===== config.mk =====
export PLATFORM = sky130hd
export DESIGN_NAME = calc_seq_ctrl
export DESIGN_NICKNAME = d
export VERILOG_FILES = /design/src/rtl/calc_pkg.sv /design/src/rtl/calc_digit_acc.sv /design/src/rtl/calc_seq_ctrl.sv
export SDC_FILE = /design/constraint.sdc
export NUM_CORES = 1
export LEC_CHECK = 0
export BUFFER_PORTS_ARGS = -buffer_cell sky130_fd_sc_hd__buf_2
export CAP_MARGIN = 20
export CORE_AREA = 4 4 81 83
export CTS_CLUSTER_SIZE = 30
export DETAILED_ROUTE_END_ITERATION = 6
export DIE_AREA = 0 0 85 87
export PLACE_DENSITY_LB_ADDON = 0.05
export SYNTH_ARGS = -nofsm -noshare
export SYNTH_HDL_FRONTEND = slang
export SYNTH_HIERARCHICAL = 1
export SYNTH_SLANG_ARGS = --single-unit
export TNS_END_PERCENT = 30

===== constraint.sdc =====
create_clock -name clk -period 5.65 [get_ports clk]
set_clock_uncertainty 0.1 [all_clocks]
set_input_delay 0.565 -clock clk [delete_from_list [all_inputs] [get_ports clk]]
set_output_delay 0.565 -clock clk [all_outputs]
set_load 0.02 [all_outputs]

===== src/rtl/calc_pkg.sv =====
// Shared key codes, ALU operation encodings, sequencer states and key-decode helpers
// for the calculator sequencer.
package calc_pkg;

    localparam logic [3:0] KEY_ADD = 4'hA;
    localparam logic [3:0] KEY_SUB = 4'hB;
    localparam logic [3:0] KEY_MUL = 4'hC;
    localparam logic [3:0] KEY_DIV = 4'hD;
    localparam logic [3:0] KEY_EQ  = 4'hE;
    localparam logic [3:0] KEY_CLR = 4'hF;

    localparam logic [1:0] ALU_ADD = 2'b00;
    localparam logic [1:0] ALU_SUB = 2'b01;
    localparam logic [1:0] ALU_MUL = 2'b10;
    localparam logic [1:0] ALU_DIV = 2'b11;

    typedef enum logic [2:0] {
        ST_IDLE   = 3'd0,
        ST_NUM1   = 3'd1,
        ST_OP     = 3'd2,
        ST_NUM2   = 3'd3,
        ST_EXEC   = 3'd4,
        ST_RESULT = 3'd5,
        ST_ERR    = 3'd6
    } state_t;

    function automatic logic is_digit(input logic [3:0] k);
        return (k <= 4'd9);
    endfunction

    function automatic logic is_oper(input logic [3:0] k);
        return (k >= KEY_ADD) && (k <= KEY_DIV);
    endfunction

    function automatic logic [1:0] key_to_op(input logic [3:0] k);
        logic [1:0] op;
        case (k)
            KEY_ADD: op = ALU_ADD;
            KEY_SUB: op = ALU_SUB;
            KEY_MUL: op = ALU_MUL;
            KEY_DIV: op = ALU_DIV;
            default: op = ALU_ADD;
        endcase
        return op;
    endfunction

endpackage


===== src/rtl/calc_digit_acc.sv =====
// Decimal operand register: clear, load or accumulate (val*10+digit), with a
// combinational flag telling the controller the next digit would not fit.
module calc_digit_acc #(
    parameter int OPW = 8
) (
    input  logic           clk,
    input  logic           rst,
    input  logic           clr,
    input  logic           load,
    input  logic           acc,
    input  logic [3:0]     digit,
    input  logic [OPW-1:0] load_val,
    output logic [OPW-1:0] val,
    output logic [OPW-1:0] val_nx,
    output logic           ovf
);

    logic [OPW-1:0] val_r;
    logic [OPW+3:0] acc_s;

    // Four extra bits always hold (2**OPW-1)*10+15, so the wide sum never wraps.
    assign acc_s = {4'b0000, val_r} * (OPW+4)'(4'd10) + (OPW+4)'(digit);
    assign ovf   = (acc_s[OPW+3:OPW] != 4'b0000);
    assign val   = val_r;

    // Next operand value; clear beats load beats accumulate.
    always_comb begin
        val_nx = val_r;
        if (clr) begin
            val_nx = {OPW{1'b0}};
        end else if (load) begin
            val_nx = load_val;
        end else if (acc) begin
            val_nx = acc_s[OPW-1:0];
        end else begin
            val_nx = val_r;
        end
    end

    // Operand register.
    always_ff @(posedge clk) begin
        if (rst) begin
            val_r <= {OPW{1'b0}};
        end else begin
            val_r <= val_nx;
        end
    end

endmodule


===== src/rtl/calc_seq_ctrl.sv =====
// Keypad-driven calculator sequencer: builds two operands and an operator, launches the ALU
// and drives the display. Define CALC_CHAIN_EN to let an operator after a result chain it.
module calc_seq_ctrl
    import calc_pkg::*;
#(
    parameter int OPW     = 8,
    parameter int RESW    = 16,
    parameter int ALU_TMO = 64
) (
    input  logic            clk,
    input  logic            rst,
    input  logic            key_en,
    input  logic [3:0]      key_code,
    output logic            alu_start,
    output logic [OPW-1:0]  alu_a,
    output logic [OPW-1:0]  alu_b,
    output logic [1:0]      alu_op,
    input  logic            alu_done,
    input  logic [RESW-1:0] alu_result,
    input  logic            alu_err,
    output logic [RESW-1:0] disp_val,
    output logic            disp_err,
    output logic            busy
);

    localparam int TW = $clog2(ALU_TMO + 1);

    state_t          state_r, state_nx;
    logic [1:0]      op_r, op_nx;
    logic [TW-1:0]   tmo_r, tmo_nx;
    logic            start_r, start_nx;
    logic [RESW-1:0] disp_r, disp_nx;
    logic            err_r, busy_r;

    logic            dig_s, opr_s, eq_s, clr_s;
    logic [OPW-1:0]  digit_s;
    logic            n1_clr_s, n1_load_s, n1_acc_s, n1_ovf_s;
    logic            n2_clr_s, n2_load_s, n2_acc_s, n2_ovf_s;
    logic [OPW-1:0]  n1_load_val_s, n1_val_s, n1_nx_s, n2_val_s, n2_nx_s;

    assign dig_s   = key_en & is_digit(key_code);
    assign opr_s   = key_en & is_oper(key_code);
    assign eq_s    = key_en & (key_code == KEY_EQ);
    assign clr_s   = key_en & (key_code == KEY_CLR);
    assign digit_s = OPW'(key_code);

    calc_digit_acc #(.OPW(OPW)) u_num1 (
        .clk(clk), .rst(rst), .clr(n1_clr_s), .load(n1_load_s), .acc(n1_acc_s),
        .digit(key_code), .load_val(n1_load_val_s), .val(n1_val_s), .val_nx(n1_nx_s),
        .ovf(n1_ovf_s)
    );

    calc_digit_acc #(.OPW(OPW)) u_num2 (
        .clk(clk), .rst(rst), .clr(n2_clr_s), .load(n2_load_s), .acc(n2_acc_s),
        .digit(key_code), .load_val(digit_s), .val(n2_val_s), .val_nx(n2_nx_s),
        .ovf(n2_ovf_s)
    );

    // Next state, operator, operand controls, launch pulse and timeout count.
    always_comb begin
        state_nx      = state_r;
        op_nx         = op_r;
        tmo_nx        = tmo_r;
        start_nx      = 1'b0;
        n1_clr_s      = 1'b0;
        n1_load_s     = 1'b0;
        n1_acc_s      = 1'b0;
        n1_load_val_s = digit_s;
        n2_clr_s      = 1'b0;
        n2_load_s     = 1'b0;
        n2_acc_s      = 1'b0;
        if (clr_s) begin
            state_nx = ST_IDLE;
            op_nx    = ALU_ADD;
            n1_clr_s = 1'b1;
            n2_clr_s = 1'b1;
        end else begin
            case (state_r)
                ST_IDLE: begin
                    if (dig_s) begin
                        state_nx  = ST_NUM1;
                        n1_load_s = 1'b1;
                    end else if (opr_s) begin
                        state_nx = ST_OP;
                        op_nx    = key_to_op(key_code);
                        n1_clr_s = 1'b1;
                    end else begin
                        state_nx = ST_IDLE;
                    end
                end
                ST_NUM1: begin
                    if (dig_s) begin
                        n1_acc_s = ~n1_ovf_s;
                    end else if (opr_s) begin
                        state_nx = ST_OP;
                        op_nx    = key_to_op(key_code);
                    end else begin
                        state_nx = ST_NUM1;
                    end
                end
                ST_OP: begin
                    if (dig_s) begin
                        state_nx  = ST_NUM2;
                        n2_load_s = 1'b1;
                    end else if (opr_s) begin
                        op_nx = key_to_op(key_code);
                    end else begin
                        state_nx = ST_OP;
                    end
                end
                ST_NUM2: begin
                    if (dig_s) begin
                        n2_acc_s = ~n2_ovf_s;
                    end else if (eq_s) begin
                        state_nx = ST_EXEC;
                        start_nx = 1'b1;
                        tmo_nx   = {TW{1'b0}};
                    end else begin
                        state_nx = ST_NUM2;
                    end
                end
                ST_EXEC: begin
                    tmo_nx = tmo_r + TW'(1'b1);
                    if (alu_done) begin
                        state_nx = alu_err ? ST_ERR : ST_RESULT;
                    end else if (tmo_r == TW'(ALU_TMO - 1)) begin
                        state_nx = ST_ERR;
                    end else begin
                        state_nx = ST_EXEC;
                    end
                end
                ST_RESULT: begin
                    if (dig_s) begin
                        state_nx  = ST_NUM1;
                        n1_load_s = 1'b1;
`ifdef CALC_CHAIN_EN
                    end else if (opr_s) begin
                        // The displayed result is the latched ALU result while in RESULT.
                        if (|(disp_r >> OPW)) begin
                            state_nx = ST_ERR;
                        end else begin
                            state_nx      = ST_OP;
                            op_nx         = key_to_op(key_code);
                            n1_load_s     = 1'b1;
                            n1_load_val_s = disp_r[OPW-1:0];
                        end
`endif
                    end else begin
                        state_nx = ST_RESULT;
                    end
                end
                ST_ERR:  state_nx = ST_ERR;
                default: state_nx = ST_IDLE;
            endcase
        end
    end

    // Display value for the state being entered; EXEC keeps the last shown operand.
    always_comb begin
        disp_nx = disp_r;
        case (state_nx)
            ST_IDLE, ST_NUM1, ST_OP: disp_nx = RESW'(n1_nx_s);
            ST_NUM2:                 disp_nx = RESW'(n2_nx_s);
            ST_EXEC:                 disp_nx = disp_r;
            ST_RESULT: begin
                if (state_r == ST_EXEC) begin
                    disp_nx = alu_result;
                end else begin
                    disp_nx = disp_r;
                end
            end
            ST_ERR:  disp_nx = {RESW{1'b0}};
            default: disp_nx = {RESW{1'b0}};
        endcase
    end

    // Sequencer state and registered outputs.
    always_ff @(posedge clk) begin
        if (rst) begin
            state_r <= ST_IDLE;
            op_r    <= ALU_ADD;
            tmo_r   <= {TW{1'b0}};
            start_r <= 1'b0;
            disp_r  <= {RESW{1'b0}};
            err_r   <= 1'b0;
            busy_r  <= 1'b0;
        end else begin
            state_r <= state_nx;
            op_r    <= op_nx;
            tmo_r   <= tmo_nx;
            start_r <= start_nx;
            disp_r  <= disp_nx;
            err_r   <= (state_nx == ST_ERR);
            busy_r  <= (state_nx == ST_EXEC);
        end
    end

    assign alu_start = start_r;
    assign alu_a     = n1_val_s;
    assign alu_b     = n2_val_s;
    assign alu_op    = op_r;
    assign disp_val  = disp_r;
    assign disp_err  = err_r;
    assign busy      = busy_r;

endmodule


==> metrics.txt <==
# TYPE chip_impl_metric gauge
chip_impl_info{name="timing.critical_path.slowest_stage_cell",value="sky130_fd_sc_hd__nor4_2"} 1
chip_impl_metric{name="synthesis_warning_total",unit=""} 6
chip_impl_metric{name="wl_per_cell",unit="um"} 16.6
chip_impl_metric{name="grt_max_degree",unit=""} 28
chip_impl_metric{name="clock_tree.buffer_depth",unit=""} 2
chip_impl_metric{name="yosysSeqAreaShare",unit="%"} 27.6
chip_impl_info{name="timing.hold.worst.class",value="input pin to flip-flop"} 1
chip_impl_metric{name="yosys-mux-area-fraction",unit="%"} 2.64
chip_impl_info{name="cp_cell_sequence",value="ha_1 > ha_1 > fa_1 > and3_1 > a32oi_1 > or2_1 > nor4_1 > o221ai_1 > nor4_2 > nor2_1 > a222oi_1 > nor2_1 > inv_1 > o221ai_1"} 1
chip_impl_metric{name="postCtsHoldBufs",unit=""} 0
chip_impl_info{name="routed.top_layer",value="met4"} 1
chip_impl_info{name="root_buffer",value="sky130_fd_sc_hd__clkbuf_8"} 1
chip_impl_metric{name="layout.cells.non_filler",unit=""} 514
chip_impl_metric{name="post_synth_fa_ha_maj_area_fraction",unit="%"} 13.7
chip_impl_metric{name="clock_tree.htree_level_count",unit=""} 2
chip_impl_metric{name="final_net_count",unit=""} 498
chip_impl_metric{name="iteration_0_drc_count_of_the_detailed_router",unit=""} 219
chip_impl_metric{name="max_rail_drop_vdd",unit="mV"} 0.127
chip_impl_metric{name="routed_via_density",unit=""} 6.13
chip_impl_metric{name="postSynthRegisterBits",unit=""} 47
chip_impl_metric{name="syn-cell-area",unit="um^2"} 3410
chip_impl_metric{name="dp_cells",unit=""} 506
chip_impl_info{name="critPathCaptureType",value="flip-flop"} 1
chip_impl_metric{name="place.port_buffers",unit=""} 61
chip_impl_metric{name="report.final.hold_viol_count",unit=""} 0
chip_impl_info{name="grt_setup_unrepaired",value="false"} 1
chip_impl_metric{name="antenna_cells_inserted",unit=""} 0
chip_impl_metric{name="max_slew.worst_pin.slew",unit="ps"} 959
chip_impl_metric{name="power.leakage",unit="nW"} 1.80
chip_impl_metric{name="grt.overflow.total",unit=""} 0
chip_impl_metric{name="wl_met2",unit="um"} 4190
chip_impl_metric{name="dp_hpwl",unit="um"} 6530
chip_impl_metric{name="cts_inserted_buffers",unit=""} 5
chip_impl_metric{name="maxClockFrequency",unit="GHz"} 0.231
chip_impl_metric{name="syn_inst",unit=""} 380
chip_impl_metric{name="drive_gt1_share",unit="%"} 21.9
chip_impl_metric{name="chipWidth",unit="um"} 85
chip_impl_metric{name="setup-tns-final",unit="ps"} 0
chip_impl_metric{name="worst-r2r-cell-count",unit=""} 14
chip_impl_metric{name="tritoncts_num_sinks",unit=""} 47
chip_impl_metric{name="dr_total_vias",unit=""} 3153
chip_impl_metric{name="asr_flop_ratio_synth",unit="%"} 0
chip_impl_info{name="setup.worst_path.class",value="flip-flop to flip-flop"} 1
chip_impl_metric{name="synthXorXnorAreaFrac",unit="%"} 4.63
chip_impl_metric{name="finalWirelength",unit="um"} 8520
chip_impl_metric{name="synth_area_per_cell",unit="um^2"} 8.97
chip_impl_metric{name="slew-limit-headroom",unit="%"} 35.9
chip_impl_info{name="regToRegEndpoint",value="disp_val[6]"} 1
chip_impl_metric{name="critical_path.max_stage_delay",unit="ps"} 840
chip_impl_metric{name="io_pins",unit=""} 62
chip_impl_metric{name="worst_ep_required_time",unit="ps"} 5710
chip_impl_metric{name="synth_compound_gate_area_share",unit="%"} 22.2
chip_impl_metric{name="worst-r2r-setup-slack",unit="ps"} 1310
chip_impl_info{name="hold_path_end",value="disp_val[13]"} 1
chip_impl_metric{name="gp_routability_congestion",unit=""} 0.882
chip_impl_metric{name="cts.repair_timing.setup_buffer_count",unit=""} 0
chip_impl_metric{name="ant_nets",unit=""} 0
chip_impl_metric{name="worst_skew_pair_latency",unit="ps"} 300
chip_impl_metric{name="yosys.cell_types.count",unit=""} 65
chip_impl_metric{name="track_usage",unit="%"} 23.2
chip_impl_metric{name="min_path_cells",unit=""} 2
chip_impl_info{name="synth_top_family_by_area",value="simple AND/OR/NAND/NOR gates"} 1
chip_impl_metric{name="detail_route.first_pass.iterations",unit=""} 7
chip_impl_info{name="synth_top_flop_cell",value="sky130_fd_sc_hd__dfxtp_1"} 1
chip_impl_metric{name="timing.final.crit_share",unit="%"} 76.8
chip_impl_metric{name="clk_pin_slew_worst_paths",unit="ps"} 90
chip_impl_metric{name="start_util",unit="%"} 58.3
chip_impl_metric{name="floorplan.die_area",unit="um^2"} 7400
chip_impl_metric{name="drcViolationCount",unit=""} 0
chip_impl_metric{name="maxCapViolCount",unit=""} 0
chip_impl_info{name="timing.critical_path.from_type",value="flip-flop"} 1
chip_impl_info{name="layout_commonest_cell",value="sky130_fd_sc_hd__buf_2"} 1
chip_impl_metric{name="worst-path-max-fanout",unit=""} 13
chip_impl_metric{name="slew_violations",unit=""} 0
chip_impl_metric{name="critPathBufInv",unit=""} 1
chip_impl_metric{name="powerDensity",unit="nW/um^2"} 209
chip_impl_metric{name="wl_met3",unit="um"} 485
chip_impl_info{name="mostFrequentLayoutCells",value="sky130_fd_sc_hd__buf_2 (61), sky130_fd_sc_hd__dfxtp_1 (47), sky130_fd_sc_hd__ha_1 (31)"} 1
chip_impl_metric{name="grt_antenna_before_repair",unit=""} 0
chip_impl_metric{name="global_route_wire_length_before_repair",unit="um"} 14000
chip_impl_metric{name="report.final.setup_viol",unit=""} 0
chip_impl_metric{name="floorplan.rows",unit=""} 28
chip_impl_info{name="cts_tree",value="done"} 1
chip_impl_metric{name="worst-endpoint-arrival",unit="ps"} 4400
chip_impl_metric{name="layout.filler_cells",unit=""} 510
chip_impl_info{name="run_status",value="completed"} 1
chip_impl_metric{name="finalCriticalPeriod",unit="ps"} 4340
chip_impl_metric{name="ctsResizeCount",unit=""} 0
chip_impl_info{name="cpLargestDelayFamily",value="simple AND/OR/NAND/NOR gates"} 1
chip_impl_metric{name="number_of_global_route_vias_before_repair",unit=""} 2967
chip_impl_metric{name="wl_met1",unit="um"} 3780
chip_impl_metric{name="synth-edff-count",unit=""} 0
chip_impl_metric{name="syn_to_final_growth",unit="%"} 13.7
chip_impl_metric{name="yosys.area_share.simple",unit="%"} 24.8
chip_impl_metric{name="core_area",unit="um^2"} 5850
chip_impl_metric{name="die_y",unit="um"} 87
chip_impl_info{name="worstHoldStart",value="alu_result[13]"} 1
chip_impl_metric{name="total_power",unit="mW"} 0.808
chip_impl_info{name="crit-reg2reg-launch",value="u_num1/val[1]"} 1
==> worst max-delay path by stage <==
stage,start,end,slack [ps],depth (start not counted)
2_1_floorplan,u_num1/val[1],disp_val[6],1710,15
3_3_place_gp,u_num1/val[1],disp_val[6],1470,14
3_5_place_dp,u_num1/val[1],disp_val[6],1340,14
4_1_cts,u_num1/val[1],disp_val[6],1330,14
5_1_grt,u_num1/val[1],disp_val[4],960,15
6_report,u_num1/val[1],disp_val[6],1310,14
==> worst register-to-register path: cells and delay by family, from the launching register on <==
kind                     cells  cell delay [ps]
AND/OR/NAND/NOR              6             1770
adder cells (fa/ha/maj)      3             1040
AO/OA/AOI/OAI                4              790
flip-flops                   1              420
buffers and inverters        1               60
==> per-layer routing <==
layer | track usage (%) | up-vias
met4 | 6.04 | 0
met2 | 40.2 | 106
met5 | 0 | -
li1 | - | 1543
met1 | 30.3 | 1494
met3 | 3.50 | 10
==> power breakdown <==
group          switching, mW  internal, mW  leakage (nW)
clock network          0.117         0.132        0.0581
registers             0.0156         0.345         0.381
logic                  0.118        0.0810          1.36
total                  0.250         0.558          1.80
==> state kept, by name, summed over array words and instances (netlist names) <==
name and flops:
u_num2/val 8, disp_val 16, alu_op 2, alu_start 1
busy 1, disp_err 1, state_r 3, tmo_r 7
u_num1/val 8
==> cell families (layout without fill, tap and decap cells) <==
family	count (synthesis)	after routing
AOI/OAI and AO/OA	96	96
buffers and inverters	34	86
muxes	9	9
DFF	47	47
and+or+nand+nor	140	140
xor gates and xnor gates	18	18
other	1	8
adders and majority gates	35	35
==> per-stage QoR <==
stage          instance area, um^2  hold slack, ps  worst slack (ps)  util (%)
2_1_floorplan                 3430             374              1710         -
3_3_place_gp                  3760             360              1470      64.3
3_5_place_dp                  3760             362              1340      64.3
4_1_cts                       3880             370              1330      66.3
5_1_grt                       3880             372               959      66.3
6_report                      3880             370              1310      66.3
==> cell type report <==
cell class | instances | area (um^2) | area share, %
clock inverter | 3 | 43.8 | 1.13
inverter | 15 | 56.3 | 1.45
sequential | 47 | 941 | 24.3
multi-input combinational | 306 | 2350 | 60.7
tap | 75 | 93.8 | 2.42
timing repair buffer | 63 | 320 | 8.26
clock buffer | 5 | 68.8 | 1.78
==> Yosys cell counts, types with 3 or more instances <==
master | instances | area, um^2
sky130_fd_sc_hd__a211oi_1 | 9 | 67.6
sky130_fd_sc_hd__a211oi_2 | 3 | 37.5
sky130_fd_sc_hd__a21boi_0 | 8 | 60.1
sky130_fd_sc_hd__a21o_1 | 5 | 37.5
sky130_fd_sc_hd__a21oi_1 | 21 | 105
sky130_fd_sc_hd__a22o_2 | 8 | 80.1
sky130_fd_sc_hd__and2_1 | 3 | 18.8
sky130_fd_sc_hd__and3_1 | 5 | 31.3
sky130_fd_sc_hd__and3b_1 | 3 | 26.3
sky130_fd_sc_hd__buf_2 | 7 | 35.0
sky130_fd_sc_hd__clkbuf_1 | 8 | 30.0
sky130_fd_sc_hd__dfxtp_1 | 47 | 941
sky130_fd_sc_hd__fa_1 | 4 | 80.1
sky130_fd_sc_hd__ha_1 | 31 | 388
sky130_fd_sc_hd__inv_1 | 15 | 56.3
sky130_fd_sc_hd__mux2i_1 | 9 | 90.1
sky130_fd_sc_hd__nand2_1 | 7 | 26.3
sky130_fd_sc_hd__nand2b_1 | 4 | 25.0
sky130_fd_sc_hd__nand3_1 | 13 | 65.1
sky130_fd_sc_hd__nand3b_1 | 3 | 22.5
sky130_fd_sc_hd__nor2_1 | 21 | 78.8
sky130_fd_sc_hd__nor2b_1 | 19 | 119
sky130_fd_sc_hd__nor3_1 | 27 | 135
sky130_fd_sc_hd__nor4_1 | 10 | 62.6
sky130_fd_sc_hd__o21a_1 | 5 | 37.5
sky130_fd_sc_hd__o21ai_0 | 3 | 15.0
sky130_fd_sc_hd__o21ai_1 | 3 | 15.0
sky130_fd_sc_hd__o221ai_1 | 10 | 87.6
sky130_fd_sc_hd__or2_1 | 4 | 25.0
sky130_fd_sc_hd__xnor2_1 | 9 | 78.8
sky130_fd_sc_hd__xor2_1 | 9 | 78.8
(Power assumes the default switching activity.)
